<file path="src/rtl/id_ex_hazard_reg.sv">
`default_nettype none
// ============================================================================
//  Module   : id_ex_hazard_reg
//  Purpose  : ID/EX pipeline register for the 5-stage 64-bit LEGv8 pipeline
//             with integrated load-use hazard detection. A load in EX whose
//             destination feeds the instruction in ID stalls PC and IF/ID
//             for one cycle and a bubble is loaded into EX. A taken branch
//             (flush) squashes the ID instruction and overrides the stall.
//  Ports    : clk, reset_n          - rising-edge clock, async active-low reset
//             id_*                  - decoded instruction from ID
//             flush                 - taken branch resolved, squash ID
//             stall_o               - hold PC and IF/ID this cycle
//             ex_*                  - registered instruction presented to EX
//                                     and to the forwarding unit
//             stall_count           - load-use bubbles inserted, saturating
//  Revision : 1.0 - initial release
// ============================================================================
module id_ex_hazard_reg #(
  parameter int DATA_WIDTH = 64,
  parameter int REG_W      = 5,
  parameter int CNT_W      = 16
) (
  input  logic                  clk,
  input  logic                  reset_n,
  input  logic                  id_valid,
  input  logic                  id_reg_write,
  input  logic                  id_mem_read,
  input  logic                  id_mem_write,
  input  logic                  id_mem_to_reg,
  input  logic                  id_alu_src,
  input  logic [2:0]            id_alu_op,
  input  logic                  id_set_flags,
  input  logic                  id_uses_rm,
  input  logic [REG_W-1:0]      id_rn,
  input  logic [REG_W-1:0]      id_rm,
  input  logic [REG_W-1:0]      id_rd,
  input  logic [DATA_WIDTH-1:0] id_rdata1,
  input  logic [DATA_WIDTH-1:0] id_rdata2,
  input  logic [DATA_WIDTH-1:0] id_imm,
  input  logic                  flush,
  output logic                  stall_o,
  output logic                  ex_valid,
  output logic                  ex_reg_write,
  output logic                  ex_mem_read,
  output logic                  ex_mem_write,
  output logic                  ex_mem_to_reg,
  output logic                  ex_alu_src,
  output logic                  ex_set_flags,
  output logic [2:0]            ex_alu_op,
  output logic [REG_W-1:0]      ex_rn,
  output logic [REG_W-1:0]      ex_rm,
  output logic [REG_W-1:0]      ex_rd,
  output logic [DATA_WIDTH-1:0] ex_rdata1,
  output logic [DATA_WIDTH-1:0] ex_rdata2,
  output logic [DATA_WIDTH-1:0] ex_imm,
  output logic [CNT_W-1:0]      stall_count
);

  // X31 reads as zero, so a load targeting it produces nothing to wait for.
  localparam logic [REG_W-1:0] c_XZR     = {REG_W{1'b1}};
  localparam logic [CNT_W-1:0] c_CNT_MAX = {CNT_W{1'b1}};
  localparam logic [CNT_W-1:0] c_CNT_ONE = CNT_W'(1);

  // Registered EX state
  logic                  valid_q,     valid_d;
  logic                  reg_write_q, reg_write_d;
  logic                  mem_read_q,  mem_read_d;
  logic                  mem_write_q, mem_write_d;
  logic                  mem_to_reg_q, mem_to_reg_d;
  logic                  alu_src_q,   alu_src_d;
  logic                  set_flags_q, set_flags_d;
  logic [2:0]            alu_op_q,    alu_op_d;
  logic [REG_W-1:0]      rn_q,        rn_d;
  logic [REG_W-1:0]      rm_q,        rm_d;
  logic [REG_W-1:0]      rd_q,        rd_d;
  logic [DATA_WIDTH-1:0] rdata1_q,    rdata1_d;
  logic [DATA_WIDTH-1:0] rdata2_q,    rdata2_d;
  logic [DATA_WIDTH-1:0] imm_q,       imm_d;
  logic [CNT_W-1:0]      cnt_q,       cnt_d;

  logic w_rd_match;
  logic w_hazard;

  // Rm only counts as a source when the ID instruction actually reads it;
  // I-type encodings leave garbage in that field.
  assign w_rd_match = (rd_q == id_rn) | (id_uses_rm & (rd_q == id_rm));
  assign w_hazard   = id_valid & valid_q & mem_read_q & (rd_q != c_XZR) & w_rd_match;
  // A taken branch discards the ID instruction, so there is nothing to hold.
  assign stall_o    = w_hazard & ~flush;

  always_comb begin
    // Default: bubble (no control, XZR specifiers, zero data)
    valid_d      = 1'b0;
    reg_write_d  = 1'b0;
    mem_read_d   = 1'b0;
    mem_write_d  = 1'b0;
    mem_to_reg_d = 1'b0;
    alu_src_d    = 1'b0;
    set_flags_d  = 1'b0;
    alu_op_d     = 3'b000;
    rn_d         = c_XZR;
    rm_d         = c_XZR;
    rd_d         = c_XZR;
    rdata1_d     = '0;
    rdata2_d     = '0;
    imm_d        = '0;
    cnt_d        = cnt_q;

    if (flush) begin
      // bubble, counter untouched
    end else if (w_hazard) begin
      if (cnt_q != c_CNT_MAX) begin
        cnt_d = cnt_q + c_CNT_ONE;
      end
    end else begin
      // Fields always follow ID; control is gated so an invalid slot
      // can never write registers, memory or flags.
      valid_d      = id_valid;
      reg_write_d  = id_reg_write  & id_valid;
      mem_read_d   = id_mem_read   & id_valid;
      mem_write_d  = id_mem_write  & id_valid;
      mem_to_reg_d = id_mem_to_reg & id_valid;
      alu_src_d    = id_alu_src    & id_valid;
      set_flags_d  = id_set_flags  & id_valid;
      alu_op_d     = id_alu_op & {3{id_valid}};
      rn_d         = id_rn;
      rm_d         = id_rm;
      rd_d         = id_rd;
      rdata1_d     = id_rdata1;
      rdata2_d     = id_rdata2;
      imm_d        = id_imm;
    end
  end

  always_ff @(posedge clk or negedge reset_n) begin
    if (!reset_n) begin
      valid_q      <= 1'b0;
      reg_write_q  <= 1'b0;
      mem_read_q   <= 1'b0;
      mem_write_q  <= 1'b0;
      mem_to_reg_q <= 1'b0;
      alu_src_q    <= 1'b0;
      set_flags_q  <= 1'b0;
      alu_op_q     <= 3'b000;
      rn_q         <= c_XZR;
      rm_q         <= c_XZR;
      rd_q         <= c_XZR;
      rdata1_q     <= '0;
      rdata2_q     <= '0;
      imm_q        <= '0;
      cnt_q        <= '0;
    end else begin
      valid_q      <= valid_d;
      reg_write_q  <= reg_write_d;
      mem_read_q   <= mem_read_d;
      mem_write_q  <= mem_write_d;
      mem_to_reg_q <= mem_to_reg_d;
      alu_src_q    <= alu_src_d;
      set_flags_q  <= set_flags_d;
      alu_op_q     <= alu_op_d;
      rn_q         <= rn_d;
      rm_q         <= rm_d;
      rd_q         <= rd_d;
      rdata1_q     <= rdata1_d;
      rdata2_q     <= rdata2_d;
      imm_q        <= imm_d;
      cnt_q        <= cnt_d;
    end
  end

  assign ex_valid      = valid_q;
  assign ex_reg_write  = reg_write_q;
  assign ex_mem_read   = mem_read_q;
  assign ex_mem_write  = mem_write_q;
  assign ex_mem_to_reg = mem_to_reg_q;
  assign ex_alu_src    = alu_src_q;
  assign ex_set_flags  = set_flags_q;
  assign ex_alu_op     = alu_op_q;
  assign ex_rn         = rn_q;
  assign ex_rm         = rm_q;
  assign ex_rd         = rd_q;
  assign ex_rdata1     = rdata1_q;
  assign ex_rdata2     = rdata2_q;
  assign ex_imm        = imm_q;
  assign stall_count   = cnt_q;

endmodule
`default_nettype wire

</file>
<file path="config.mk">
export PLATFORM = sky130hd
export DESIGN_NAME = id_ex_hazard_reg
export DESIGN_NICKNAME = d
export VERILOG_FILES = /design/src/rtl/id_ex_hazard_reg.sv
export SDC_FILE = /design/constraint.sdc
export NUM_CORES = 1
export LEC_CHECK = 0
export ABC_AREA = 1
export BUFFER_PORTS_ARGS = -buffer_cell sky130_fd_sc_hd__buf_2
export CORE_AREA = 5 5 175 177
export DETAILED_ROUTE_END_ITERATION = 8
export DIE_AREA = 0 0 180 182
export PLACE_DENSITY_LB_ADDON = 0.15
export SYNTH_ARGS = -nofsm -noshare
export SYNTH_HDL_FRONTEND = slang
export SYNTH_SLANG_ARGS = --single-unit
</file>
<file path="constraint.sdc">
create_clock -name clk -period 2.1 [get_ports clk]
set_input_delay 0 -clock clk [delete_from_list [all_inputs] [get_ports clk]]
set_output_delay 0 -clock clk [all_outputs]
set_load 0.05 [all_outputs]
</file>
# == Word-level counts from Yosys, hierarchy flattened ==
# Cells that the tools add are included.
# word_totals
register_bits,233
latch_bits,0
ramBits,0
romBits,0
inputBits,221
out_inout_bits,234
word_cells,64
mem_count,0
# classes
add_sub_neg,1
n_mul,0
div_mod_pow,0
n_lt_le_gt_ge,0
n_eq_ne,4
n_shift,0
n_mux,28
bitwise_logic,15
reduce_logical,1
# op_table
cell,count
64-bit 2-to-1 mux,6
5-bit 2-to-1 mux,6
16-bit by 1-bit adder with 16-bit output (second input constant),1
16-bit != test (second input constant),1
1-bit 2-to-1 mux,14
1-bit AND,12
5-bit == test,2
3-bit 2-to-1 mux,2
5-bit != test (second input constant),1
3-bit AND,1
3-bit AND reduction,1
1-bit inverter,1
1-bit bitwise OR,1

# == Longest topological paths before layout ==
# logic_depth
word_depth,6
depth_mapped,12
mapped_depth_nobuf,10

# == Least setup slack after synthesis ==
# OpenSTA, ideal clock, no wires.
# synth_timing
path_kind,register to register
start,"register rd_q[0], in the netlist ex_rd[0]"
end,"register cnt_q[12], in the netlist stall_count[12]"
setup_ns,0.069
t_arrival_ns,2.162
t_required_ns,2.031
path_slack_ns,-0.131
path_stages_with_launch,11
n_path_buf,0
synth_period_minus_slack_ns,2.231
path_cell_list,dfstp_2 -> inv_2 -> nand2_1 -> nand2_1 -> nor2_1 -> nand3_1 -> nand2_1 -> nand2_4 -> nor2_1 -> nand3_1 -> nand2_1
# synth_via
elab_chain_len,5
word_cells_on_any_way,8
cone_classes,eq/ne: 3; bitwise: 4; reduce/logical: 1
# synth_lines
item,line_no,source
from (decl),75,"logic [REG_W-1:0] rd_q, rd_d;"
from (signal assigned),147,rd_q <= c_XZR;
from (signal assigned),163,rd_q <= rd_d;
5-bit == test,86,assign w_rd_match = (rd_q == id_rn) | (id_uses_rm & (rd_q == id_rm));
1-bit AND,86,
1-bit bitwise OR,86,
1-bit AND (*),87,assign w_hazard = id_valid & valid_q & mem_read_q & (rd_q != c_XZR) & w_rd_match;
3-bit AND reduction (no source line) (*),--,
to (signal assigned),167,cnt_q <= cnt_d;
to (decl),79,"logic [CNT_W-1:0] cnt_q, cnt_d;"
# Mark *: on every way between the ends. The rest lies on a longest branch, timed or not.
# A chain may end at the register's enable or synchronous reset.

# == Worst setup path in the final report ==
# layout_timing
start,"register rd_q[0], in the netlist ex_rd[0]"
end,"register alu_src_q, in the netlist ex_alu_src"
# layout_via
elab_chain_len,6
word_cells_on_any_way,9
cone_classes,eq/ne: 3; mux: 2; bitwise: 4
# layout_lines
item,line_no,source
5-bit == test,86,
1-bit AND,86,
1-bit bitwise OR,86,
1-bit AND (*),87,
1-bit 2-to-1 mux (*),111,end else if (w_hazard) begin
1-bit 2-to-1 mux (*),109,if (flush) begin
net alu_src_d,70,"logic alu_src_q, alu_src_d;"
to (signal assigned),158,alu_src_q <= alu_src_d;
to (decl),70,
# Mark *: on every way through the listed nets, which the timed path passes. The rest lies on a longest branch.

==> results.md <==
* Leading area contributor after synthesis: dfrtp_1
* Crit Reg-Reg Endpoint: ex_alu_src
* Synth area leaders: dfrtp_1 65%, nor2_1 9.9%, inv_1 9.3%, dfstp_2 4.7%, nand2_1 4.0%
* Worst Max-Slew Pin Slew at 661 ps
* Root Buffer: clkbuf_16
* Fin. max-slew vios at 0
* FILL cells at 2711
* FF-to-FF path depth at 10
* Max Fclk at 0.495 GHz
* Placed Area at 11200 µm²
* CTS tree: yes
* Site row count at 63
* Number of flops mapped to enable cells by yosys at 0
* Seq/Total Area, Yosys at 0.695
* Async SR Flop Fraction at 1.00
* Die height at 182 µm
* Status: finished, final reports clean
* Largest net degree at the start of global routing at 81
* Vias at 7710
* Clock latency on the worst-skew pair at 520 ps
* YS warnings at 0
* RSZ-0062 raised after global routing: yes
* Max-cap violations at 0
* Diode count at 0
* Chip Width at 180 µm
* Setup WS post-layout at 79.5 ps
* Crit path DAT at 2420 ps
* Power per cell area at 780 nW/µm²
* Clock share of power at 0.398
* Routability congestion estimate at 0.830
* Area of the mapped netlist at 8420 µm²
* Sw Ratio at 0.282
* Antenna violations before repair at 0
* Commonest cells in the netlist: 222 x nor2_1, 218 x dfrtp_1, 209 x inv_1, 89 x nand2_1, 28 x nand3_1
* Core area at 29100 µm²
* Combinational fraction of design power at 0.179
* Clk_skew at 11.2 ps
* Vias in the first global route at 8521
* Reg clk slew, reported paths at 60 ps
* Antenna-violating nets left at 0
* Sinks on the clock net at 233
* Number of remaining DRC errors at 0
* Routed WL at 28.9 mm
* I/O pin count at 455
* Setup CP Type: reg2reg
* Hold WC Path Type: in2async
* Area Growth Syn to Fin at 71.6%
* Ys flop type: dfrtp_1
* P_int at 0.00809 W
* DIE AREA at 32800 µm²
* Total GRT Usage at 0.172
* CP required at 2500 ps
* PortBufs at 454
* Drt pass-1 iters at 4
* # setup viols final at 0
* Min cycle time layout at 2020 ps
* Fin. Hold Viols at 0
* HPWL after detailed placement at 20.7 mm
* Distinct cells, synth at 20
* Worst Path Max Fanout at 8
* CTS H-tree depth at 1
* Via density at 3.93
* Total congestion overflow at 0
* Post-Place Worst Slack at 135 ps
* Most common cell in the netlist: nor2_1
* Worst setup SP type: flop
* Initial Utilization at 0.290
* Clock Path Buffers at 3
* Fraction of layout cells with a size suffix above 1 at 0.349
* Slew margin rel. at 0.559
* Hold_ws at 79.0 ps
* Syn_area_per_cell at 9.93 µm²
* Flops & latches, synth at 233
* Number of CTS-inserted buffers at 27
* R2R Path Start: ex_rd[0]
* Setup TNS at 0 ps
* First-pass GRT wire length at 45.6 mm
* Sequential share of power at 0.423
* P_sw at 0.00318 W
* Worst Setup End Kind: flop
* Post-route core utilization at 0.497
* Static Leakage at 8.40 nW
* Iteration-0 DRC Markers at 270
* Post-DR wirelength/cell at 14.7 µm
* Layout Nets at 1774
* Max VDD drop at 0.000668 V
* Top-area cell type share of the netlist area at 0.648
* Cells after Synth at 848
* Reg-to-reg setup timing slack at 80 ps
* Post-synthesis net count at 1070
* Final Cell Area at 14500 µm²
* Period utilisation layout at 0.962
==> logic make-up after synthesis <==
logic type / Yosys count / share of synthesized area
simple gates: 357 / 0.169
buf+inv: 243 / 0.120
flops: 233 / 0.695
xor+xnor: 14 / 0.0146
fa+ha+maj: 1 / 0.00149
==> cell usage in the layout, fill, tap and decap left out, types with 2 or more instances in the layout <==
cell | synthesis | layout
buf_2 | 13 | 452
dlygate4sd3_1 | 0 | 228
nor2_1 | 222 | 220
dfrtp_1 | 218 | 218
inv_1 | 209 | 209
nand2_1 | 89 | 87
nand3_1 | 28 | 28
clkbuf_16 | 0 | 27
dfstp_2 | 15 | 15
buf_4 | 1 | 12
clkbuf_1 | 4 | 9
clkbuf_8 | 0 | 9
buf_12 | 0 | 9
xnor2_1 | 7 | 7
or2_2 | 7 | 7
xor2_1 | 7 | 7
inv_2 | 5 | 5
nor3_1 | 4 | 4
nand2_4 | 1 | 3
nand4_1 | 3 | 3
nor2_4 | 0 | 2
nand3b_1 | 2 | 2
clkinv_2 | 0 | 2
buf_8 | 0 | 2
==> stage by stage <==
| stage | total power [W] | instances |
|---|---|---|
| final | 0.0113 | 1962 |
| after global routing | 0.0118 | 1962 |
| after CTS | 0.0115 | 1958 |
| after detailed placement | 0.00654 | 1681 |
| after global placement | 0.00653 | 1681 |
| after floorplan | 0.00589 | 848 |
==> worst max path at each step <==
stage | start | end | slack [ps] | cells past startpoint
2_1_floorplan | stall_count[0] | stall_count[11] | 80 | 8
3_3_place_gp | ex_rd[4] | stall_count[4] | 180 | 10
3_5_place_dp | ex_rd[4] | stall_count[4] | 130 | 10
4_1_cts | ex_rd[4] | stall_o | 20 | 6
5_1_grt | ex_rd[0] | ex_alu_op[2] | -50 | 10
6_report | ex_rd[0] | ex_alu_src | 80 | 10
==> power by group through the flow <==
stage	clock (W)	combinational, W	sequential [W]
CTS	0.00466	0.00204	0.00477
global placement	0	0.00169	0.00484
detailed placement	0	0.00169	0.00484
floorplan	0	0.000266	0.00563
global route	0.00484	0.00217	0.00479
finish	0.00448	0.00202	0.00477
==> area by class of cell <==
cell class,instances,area (µm²),share of cell area
sequential,233,5850,0.405
tap,390,488,0.0338
multi-input combinational,373,1610,0.111
timing repair buffer,703,4840,0.335
clock inverter,4,26.3,0.00182
clock buffer,45,833,0.0577
inverter,214,803,0.0556
==> per-layer routing <==
layer | wire length (µm) | vias to the layer above | global-route usage | part of all wire
met4 | 836 | 0 | 0.0500 | 0.029
met5 | 0 | - | 0 | 0
met3 | 2670 | 61 | 0.0667 | 0.093
met2 | 14900 | 290 | 0.311 | 0.51
li1 | - | 3788 | - | -
met1 | 10500 | 3571 | 0.187 | 0.36
==> timing repair <==
item / CTS / global route
pin swaps: 1 / 1
buffers inserted: 1 / 3
endpoints found under the hold margin: 433 / 0
resized for setup: 4 / 5
cloned: 0 / 1
hold buffers: 228 / 0
endpoints found under the setup margin: 1 / 24
==> worst max-delay path, cell delays in order (launching register included) <==
cell and delay [ps]:
dfstp_2 550, inv_2 50, nand2_1 50, nand2_1 40, nor2_1 120, nand3_1 140, nand2_4 150, nand2_8 90
nand3_1 100, dlygate4sd3_1 560, nor2_1 40
(Power assumes the default switching activity.)
